`src/rtl/cpu_pkg.sv`:
```
// Shared CPU definitions: opcodes, branch condition codes, flag masks, branch FSM states
// and the per-opcode NVZ write-enable decode used by both flag producer and consumer.
package cpu_pkg;

  localparam logic [3:0] OpAdd = 4'b0000;
  localparam logic [3:0] OpSub = 4'b0001;
  localparam logic [3:0] OpXor = 4'b0011;
  localparam logic [3:0] OpSll = 4'b0100;
  localparam logic [3:0] OpSra = 4'b0101;
  localparam logic [3:0] OpRor = 4'b0110;
  localparam logic [3:0] OpB   = 4'b1100;
  localparam logic [3:0] OpBr  = 4'b1101;

  localparam logic [2:0] CondNeq    = 3'b000;
  localparam logic [2:0] CondEq     = 3'b001;
  localparam logic [2:0] CondGt     = 3'b010;
  localparam logic [2:0] CondLt     = 3'b011;
  localparam logic [2:0] CondGte    = 3'b100;
  localparam logic [2:0] CondLte    = 3'b101;
  localparam logic [2:0] CondOvfl   = 3'b110;
  localparam logic [2:0] CondUncond = 3'b111;

  // Flag masks in {N,V,Z} bit order
  localparam logic [2:0] FlagN = 3'b100;
  localparam logic [2:0] FlagV = 3'b010;
  localparam logic [2:0] FlagZ = 3'b001;

  typedef enum logic [1:0] {
    StIdle     = 2'b00,
    StWait     = 2'b01,
    StRedirect = 2'b10
  } br_state_e;

  function automatic logic [2:0] flag_wr_en(input logic [3:0] opcode);
    logic [2:0] en;
    case (opcode)
      OpAdd, OpSub:               en = FlagN | FlagV | FlagZ;
      OpXor, OpSll, OpSra, OpRor: en = FlagZ;
      default:                    en = 3'b000;
    endcase
    return en;
  endfunction

endpackage

```
`src/rtl/branch_unit_if.sv`:
```
// Decode/EX/flag inputs and PC-control/statistics outputs of the branch unit.
// master drives the pipeline side, slave is the branch unit itself.
interface branch_unit_if #(
  parameter int unsigned CNT_W = 16
);
  logic             id_valid;
  logic [3:0]       id_opcode;
  logic [2:0]       id_cond;
  logic [15:0]      id_pc_plus2;
  logic [8:0]       id_imm9;
  logic [15:0]      id_rs_data;
  logic             ex_valid;
  logic [3:0]       ex_opcode;
  logic [2:0]       NVZ;
  logic             stall;
  logic             flush;
  logic             pc_redirect;
  logic [15:0]      pc_target;
  logic [CNT_W-1:0] br_count;
  logic [CNT_W-1:0] br_taken_count;

  modport master (
    output id_valid, id_opcode, id_cond, id_pc_plus2, id_imm9, id_rs_data,
    output ex_valid, ex_opcode, NVZ,
    input  stall, flush, pc_redirect, pc_target, br_count, br_taken_count
  );

  modport slave (
    input  id_valid, id_opcode, id_cond, id_pc_plus2, id_imm9, id_rs_data,
    input  ex_valid, ex_opcode, NVZ,
    output stall, flush, pc_redirect, pc_target, br_count, br_taken_count
  );
endinterface

```
`src/rtl/branch_unit_cond.sv`:
```
// Branch condition evaluation: whether the condition holds for the given flags, and which
// flags it depends on (for hazard detection).
module branch_cond
  import cpu_pkg::*;
(
  input  logic [2:0] cond,
  input  logic [2:0] nvz,
  output logic       taken,
  output logic [2:0] needed
);
  logic n, v, z;
  assign n = nvz[2];
  assign v = nvz[1];
  assign z = nvz[0];

  always_comb begin
    taken  = 1'b0;
    needed = 3'b000;
    case (cond)
      CondNeq:    begin taken = !z;        needed = FlagZ;         end
      CondEq:     begin taken = z;         needed = FlagZ;         end
      CondGt:     begin taken = !z && !n;  needed = FlagN | FlagZ; end
      CondLt:     begin taken = n;         needed = FlagN;         end
      CondGte:    begin taken = z || !n;   needed = FlagN | FlagZ; end
      CondLte:    begin taken = n || z;    needed = FlagN | FlagZ; end
      CondOvfl:   begin taken = v;         needed = FlagV;         end
      default:    begin taken = 1'b1;      needed = 3'b000;        end
    endcase
  end
endmodule

```
`src/rtl/branch_unit.sv`:
```
// Decode-stage branch resolution: flag-hazard stall, target computation, one-cycle
// PC redirect with fetch flush, and saturating branch statistics.
module branch_unit
  import cpu_pkg::*;
#(
  parameter int unsigned CNT_W = 16
) (
  input logic         clk,
  input logic         rst,
  branch_unit_if.slave bus
);
  br_state_e        state_q;
  logic             redirect_q;
  logic             flush_q;
  logic [15:0]      target_q;
  logic [CNT_W-1:0] cnt_q;
  logic [CNT_W-1:0] taken_cnt_q;

  logic        is_branch;
  logic        hazard;
  logic        resolve;
  logic        taken;
  logic [2:0]  needed;
  logic [15:0] target;

  branch_cond u_cond (
    .cond   (bus.id_cond),
    .nvz    (bus.NVZ),
    .taken  (taken),
    .needed (needed)
  );

  assign is_branch = bus.id_valid && (bus.id_opcode == OpB || bus.id_opcode == OpBr);
  assign hazard    = is_branch && bus.ex_valid &&
                     ((needed & flag_wr_en(bus.ex_opcode)) != 3'b000);
  // In StWait the stalled decode instruction is still presented and the flags are now valid
  assign resolve   = (state_q == StIdle && is_branch && !hazard) || state_q == StWait;
  assign target    = (bus.id_opcode == OpBr) ? bus.id_rs_data :
                     bus.id_pc_plus2 + {{6{bus.id_imm9[8]}}, bus.id_imm9, 1'b0};

  always_ff @(posedge clk or negedge rst) begin
    if (!rst) begin
      state_q     <= StIdle;
      redirect_q  <= 1'b0;
      flush_q     <= 1'b0;
      target_q    <= '0;
      cnt_q       <= '0;
      taken_cnt_q <= '0;
    end else begin
      redirect_q <= 1'b0;
      flush_q    <= 1'b0;
      case (state_q)
        StIdle:     if (hazard) state_q <= StWait;
        StWait:     state_q <= StIdle;
        StRedirect: state_q <= StIdle;
        default:    state_q <= StIdle;
      endcase
      if (resolve) begin
        if (!(&cnt_q)) cnt_q <= cnt_q + CNT_W'(1);
        if (taken) begin
          if (!(&taken_cnt_q)) taken_cnt_q <= taken_cnt_q + CNT_W'(1);
          target_q   <= target;
          redirect_q <= 1'b1;
          flush_q    <= 1'b1;
          state_q    <= StRedirect;
        end
      end
    end
  end

  assign bus.stall          = (state_q == StIdle) && hazard;
  assign bus.flush          = flush_q;
  assign bus.pc_redirect    = redirect_q;
  assign bus.pc_target      = target_q;
  assign bus.br_count       = cnt_q;
  assign bus.br_taken_count = taken_cnt_q;
endmodule

```
`src/flat_wrapper.sv`:
```
// flat-port wrapper written by rule: the top's interface ports become plain ports
module branch_unit_flat import cpu_pkg::*;
#(
  parameter int unsigned CNT_W = 16
)
  (clk, rst, bus_id_valid, bus_id_opcode, bus_id_cond, bus_id_pc_plus2, bus_id_imm9, bus_id_rs_data, bus_ex_valid, bus_ex_opcode, bus_NVZ, bus_stall, bus_flush, bus_pc_redirect, bus_pc_target, bus_br_count, bus_br_taken_count);
  branch_unit_if #(.CNT_W(CNT_W)) bus_i ();
  input logic clk;
  input logic rst;
  input wire logic [$bits(bus_i.id_valid)-1:0] bus_id_valid;
  input wire logic [$bits(bus_i.id_opcode)-1:0] bus_id_opcode;
  input wire logic [$bits(bus_i.id_cond)-1:0] bus_id_cond;
  input wire logic [$bits(bus_i.id_pc_plus2)-1:0] bus_id_pc_plus2;
  input wire logic [$bits(bus_i.id_imm9)-1:0] bus_id_imm9;
  input wire logic [$bits(bus_i.id_rs_data)-1:0] bus_id_rs_data;
  input wire logic [$bits(bus_i.ex_valid)-1:0] bus_ex_valid;
  input wire logic [$bits(bus_i.ex_opcode)-1:0] bus_ex_opcode;
  input wire logic [$bits(bus_i.NVZ)-1:0] bus_NVZ;
  output wire logic [$bits(bus_i.stall)-1:0] bus_stall;
  output wire logic [$bits(bus_i.flush)-1:0] bus_flush;
  output wire logic [$bits(bus_i.pc_redirect)-1:0] bus_pc_redirect;
  output wire logic [$bits(bus_i.pc_target)-1:0] bus_pc_target;
  output wire logic [$bits(bus_i.br_count)-1:0] bus_br_count;
  output wire logic [$bits(bus_i.br_taken_count)-1:0] bus_br_taken_count;
  assign bus_i.id_valid = bus_id_valid;
  assign bus_i.id_opcode = bus_id_opcode;
  assign bus_i.id_cond = bus_id_cond;
  assign bus_i.id_pc_plus2 = bus_id_pc_plus2;
  assign bus_i.id_imm9 = bus_id_imm9;
  assign bus_i.id_rs_data = bus_id_rs_data;
  assign bus_i.ex_valid = bus_ex_valid;
  assign bus_i.ex_opcode = bus_ex_opcode;
  assign bus_i.NVZ = bus_NVZ;
  assign bus_stall = bus_i.stall;
  assign bus_flush = bus_i.flush;
  assign bus_pc_redirect = bus_i.pc_redirect;
  assign bus_pc_target = bus_i.pc_target;
  assign bus_br_count = bus_i.br_count;
  assign bus_br_taken_count = bus_i.br_taken_count;
  branch_unit #(.CNT_W(CNT_W)) u_core (.clk(clk), .rst(rst), .bus(bus_i));
endmodule
```
`config.mk`:
```
export PLATFORM = sky130hd
export DESIGN_NAME = branch_unit_flat
export DESIGN_NICKNAME = d
export VERILOG_FILES = /design/src/rtl/cpu_pkg.sv /design/src/rtl/branch_unit_if.sv /design/src/rtl/branch_unit_cond.sv /design/src/rtl/branch_unit.sv /design/src/flat_wrapper.sv
export SDC_FILE = /design/constraint.sdc
export NUM_CORES = 1
export LEC_CHECK = 0
export CAP_MARGIN = 20
export CORE_UTILIZATION = 50
export CTS_CLUSTER_SIZE = 10
export DETAILED_ROUTE_END_ITERATION = 16
export PLACE_DENSITY = 0.87
export SLEW_MARGIN = 0
export SYNTH_ARGS = -nofsm -noshare
export SYNTH_HDL_FRONTEND = slang
export SYNTH_HIERARCHICAL = 1
export SYNTH_SLANG_ARGS = --single-unit
```
`constraint.sdc`:
```
create_clock -name clk -period 2.9 [get_ports clk]
set_clock_uncertainty 0.1 [all_clocks]
set_input_delay 0.58 -clock clk [delete_from_list [all_inputs] [get_ports clk]]
set_output_delay 0.58 -clock clk [all_outputs]
set_load 0.05 [all_outputs]
```
---- Yosys cells after proc, flatten, opt, wreduce, memory -nomap -nowiden ----
Index checks and enable logic that the tools add are counted.
word-level totals
  output and inout bits ................... 51
  word-level logic and storage cells ...... 62
  flip-flop bits (word level) ............. 51
operators by class
  reductions and logical operators ........ 27
  bitwise gates (word level) .............. 3
  $add $sub $neg .......................... 3
  multiplexer cells ....................... 10
  equality and inequality tests ........... 14
operator list
  kind                     number
  $add A16 B1 Y16 const B  2
  $reduce_and A16 Y1       2
  $add A16 B16 Y16         1
  $mux W16                 1
  $eq A4 B3 Y1 const B     3
  $pmux W3 S4              1
  $eq A3 B3 Y1 const B     3
  $eq A4 B4 Y1 const B     2
  $mux W2                  4
  $logic_and A1 B1 Y1      7
  $pmux W1 S7              1
  $eq A3 B2 Y1 const B     2
  $pmux W3 S2              1
  $eq A4 B1 Y1 const B     1
  $eq A4 B2 Y1 const B     1
  $logic_not A4 Y1         1
  $logic_or A1 B1 Y1       4
  $reduce_and A2 Y1        2
  $reduce_or A2 Y1         2
  $reduce_or A4 Y1         1
  $and A3 B3 Y3            1
  $eq A3 B1 Y1 const B     1
  $logic_not A1 Y1         3
  $logic_not A3 Y1         1
  other kinds (7)          9

---- Logic depth before layout (Yosys ltp) ----
  depth in word-level cells ............... 10
  depth in mapped cells ................... 11

---- Hierarchy ----
The synthesis kept the hierarchy.
modules (own cells, without submodules)
  module       instances  cells each  sequential area each (sq um)  area an instance (sq um)
  branch_unit  1          319         1,276.2                       3,094.2
  branch_cond  1          22          0.0                           163.9

---- Worst setup path after synthesis ----
OpenSTA, ideal clock, no wires.
  kind .................................... input to output
  start ................................... in bus_id_cond[1]
  end ..................................... out bus_stall
  arrival ................................. 2,889 ps
  cell stages on the path ................. 7
  path slack .............................. -669 ps
  cells stage by stage .................... inv_1 > ha_1 > o221ai_1 > nand2b_1 > nor2b_1 > a221oi_4 > nor4_1
on the way
  word-level cells in the longest chain between the ends .. 7
  elaborated cells on any way between the ends .. 14
  classes of those cells .................. 6 x eq/ne; 1 x mux; 1 x bitwise; 6 x reduce/logical
RTL lines
  what                                                                   line                    RTL
  start, declared                                                        flat_wrapper.sv:12      input wire logic [$bits(bus_i.id_cond)-1:0] bus_id_cond;
  $eq A3 B3 Y1 (tied with other cells)                                   branch_unit_cond.sv:19  case (cond)
  $reduce_or A3 Y1 (no line) / $reduce_or A2 Y1 (equally long branches)  -
  $pmux W3 S4 *                                                          branch_unit_cond.sv:19
  via u_core.needed[0]                                                   branch_unit.sv:23       logic [2:0] needed;
  $and A3 B3 Y3 *                                                        branch_unit.sv:35       ((needed & flag_wr_en(bus.ex_opcode)) != 3'b000);
  $reduce_bool A3 Y1 *                                                   branch_unit.sv:35
  $logic_and A1 B1 Y1 *                                                  branch_unit.sv:34       assign hazard = is_branch && bus.ex_valid &&
  $logic_and A1 B1 Y1 *                                                  branch_unit.sv:71       assign bus.stall = (state_q == StIdle) && hazard;
  end, declared                                                          flat_wrapper.sv:19      output wire logic [$bits(bus_i.stall)-1:0] bus_stall;
Mark *: on every way through the listed nets, which the timed path passes. The rest lies on a longest branch.

---- Worst setup path after layout ----
Same ends and word-level chain as after synthesis.

==> results.json <==
{
  "placed_area_um2": 4639,
  "endpoint": "bus_stall",
  "hold_class": "in -> async",
  "hold_ws_ps": 150.8,
  "drv_cap": 0,
  "wl_per_cell_um": 14.38,
  "synth-seq-cells": 51,
  "required_ps": 2220,
  "layout_setup_ws_ps": 120.9,
  "synthDistinctLibCells": 53,
  "report.final.hold_viol_count": 0,
  "clk_latency_ps": 300,
  "critPathArrivalTime_ps": 2100,
  "netlist_instances": 341,
  "cts-root-buf": "clkbuf_8",
  "cts_hold_buf": 0,
  "start_kind": "input port",
  "finalPower_mw": 3.035,
  "track_usage": 0.2485,
  "synth_async_sr_flop_share": 1.000,
  "fmax_ghz": 0.3598,
  "path_class": "in -> out",
  "dieArea_um2": 6843,
  "final_cell_mix": "clkdlybuf4s50_1 (104), dfrtp_1 (51), nand2_1 (38), buf_4 (28), xnor2_1 (26)",
  "status": "finished, final reports clean",
  "worstMarginPinSlew_ps": 530.0,
  "hpwlAfterDp_um": 6399,
  "fin_util": 0.7608,
  "grt_pass1_vias": 2982,
  "clkTransAtPathRegs_ps": 90,
  "end_kind": "output port",
  "setup_viol": 0,
  "critPathLaunch": "bus_id_cond[1]",
  "cts-htree-levels": 2,
  "slew_headroom": 0.6456,
  "viasPerCell": 5.364,
  "vdd_ir_drop_max_uv": 684.8,
  "cts_buffers": 5,
  "syn_nets": 420,
  "final_common_cell": "clkdlybuf4s50_1",
  "syn-cell-area_um2": 3258,
  "floorplan.initialDensity": 0.5161,
  "grt_first_pass_wirelength_um": 12970,
  "synth-edff-count": 0,
  "fin_area_um2": 4803,
  "grt_max_degree": 52,
  "drc": 0,
  "numPortBuffers": 109,
  "io_pins": 110,
  "wirelength_um": 8011,
  "diodes": 0,
  "firstDrtPassIters": 4,
  "rsz0062_at_grt": "false",
  "die_y_um": 82.73,
  "timing.rr.start": "u_core/bus.br_taken_count[3]$_DFFE_PN0P_",
  "antenna_found_initial": 0,
  "fillCellCount": 446,
  "gr-total-overflow": 0,
  "synth.avg_cell_area_um2": 9.555,
  "ys_seq_area_frac": 0.3917,
  "reg2regPathDepth": 5,
  "finalCriticalPeriod_ps": 2779,
  "period_share": 0.9583,
  "leakagePower_nw": 1.986,
  "p_per_area_nw_per_um2": 632.0,
  "pre_cts_ws_ps": -420.6,
  "die_w_um": 82.73,
  "cts.path.max_buffers": 2,
  "report.final.slew_viol_count": 0,
  "drtIter0Drc": 117,
  "synth_warnings": 6,
  "gp_congestion": 0.8708,
  "cp_max_fo": 7,
  "timing.reg2reg.setup_slack_ps": 950,
  "clock-sinks": 51,
  "cts_tree": "done",
  "drive_above_1_share": 0.1354,
  "vias": 2988,
  "ant_nets": 0,
  "synth_ff_type": "dfrtp_1",
  "area_delta_synth_final_pct": 47.43,
  "rows": 29,
  "core_um2": 6314,
  "nets": 558,
  "r2r-end": "u_core/bus.br_taken_count[1]$_DFFE_PN0P_"
}
==> Yosys cell counts (3+ instances only) <==
cell type	number	area (um^2)
dfrtp_1	51	1276
nand2_1	38	142.6
xnor2_1	26	227.7
nor2_1	25	93.84
nand3_1	23	115.1
ha_1	19	237.7
a21oi_1	16	80.08
xor2_1	16	140.1
inv_1	14	52.55
o21ai_0	13	65.06
o211ai_1	9	67.56
nor2b_1	7	43.79
nor3_2	7	70.07
mux2i_1	6	60.06
nor3_1	6	30.03
clkbuf_1	5	18.77
nand4_1	5	31.28
a21o_1	3	22.52
nand2b_1	3	18.77
nor4_1	3	18.77
o21a_1	3	22.52
==> how the worst min path moves through the flow <==
stage                                                     end  slack, ps  cells after the start
after global routing       u_core/bus.br_count[0]$_DFFE_PN0P_        170                      2
after detailed placement  u_core/bus.pc_target[4]$_DFFE_PN0P_        370                      2
after global placement    u_core/bus.pc_target[7]$_DFFE_PN0P_        360                      2
after CTS                  u_core/bus.br_count[5]$_DFFE_PN0P_        160                      2
after floorplan            u_core/bus.br_count[0]$_DFFE_PN0P_        180                      0
final                      u_core/bus.br_count[5]$_DFFE_PN0P_        150                      2
==> kinds of logic after synthesis <==
group | after synthesis | synth area share
simple gates | 135 | 0.2254
compound gates | 60 | 0.1252
flops | 51 | 0.3917
xor+xnor | 42 | 0.1129
buf+inv | 23 | 0.03226
fa+ha+maj | 20 | 0.07911
mux | 10 | 0.03341
==> area by class of cell <==
type                    instances  area, um^2  share of cell area
clock buffers                   6       82.58             0.01719
clock inverters                 2       38.79            0.008075
inverters                      15       56.30             0.01172
multi-input cells             267        1919              0.3996
flip-flops and latches         51        1276              0.2657
well taps                      77       96.34             0.02006
repair buffers                139        1334              0.2777
==> worst max-delay path: stages <==
cell	delay, ps
dlygate4sd2_1	260
buf_4	160
and3b_1	190
or2_4	260
a221oi_4	300
buf_6	150
nor4_4	40
buf_12	150
==> power by group <==
| group | switching (mW) | internal [mW] | total, mW | leakage (nW) |
|---|---|---|---|---|
| logic | 0.934 | 0.561 | 1.49 | 1.29 |
| clock network | 0.236 | 0.284 | 0.520 | 0.0618 |
| registers | 0.149 | 0.871 | 1.02 | 0.634 |
| total | 1.32 | 1.72 | 3.04 | 1.99 |
==> through the flow <==
step | TNS [ps] | std cells
floorplan | 0 | 341
global placement | -7660 | 547
detailed placement | -13080 | 547
CTS | 0 | 557
global route | 0 | 557
finish | 0 | 557
==> metal layers <==
| layer | global-route usage | routed length (um) | vias up |
|---|---|---|---|
| li1 | - | - | 1476 |
| met1 | 0.2796 | 3244 | 1388 |
| met2 | 0.4607 | 4207 | 106 |
| met3 | 0.04945 | 398 | 18 |
| met4 | 0.08793 | 161 | 0 |
| met5 | 0 | 0 | - |
==> state kept, by name (all words and copies together), names as in the netlist <==
register / count
u_core/bus.br_count: 16
u_core/bus.br_taken_count: 16
u_core/bus.pc_target: 16
u_core/state_q: 2
u_core/bus.flush: 1
==> timing repair <==
item,CTS,global route
pin swaps,2,1
gates resized for setup,10,1
buffers inserted,2,0
setup endpoints to repair,17,1
No activity file was read; power rests on OpenSTA's default activity.
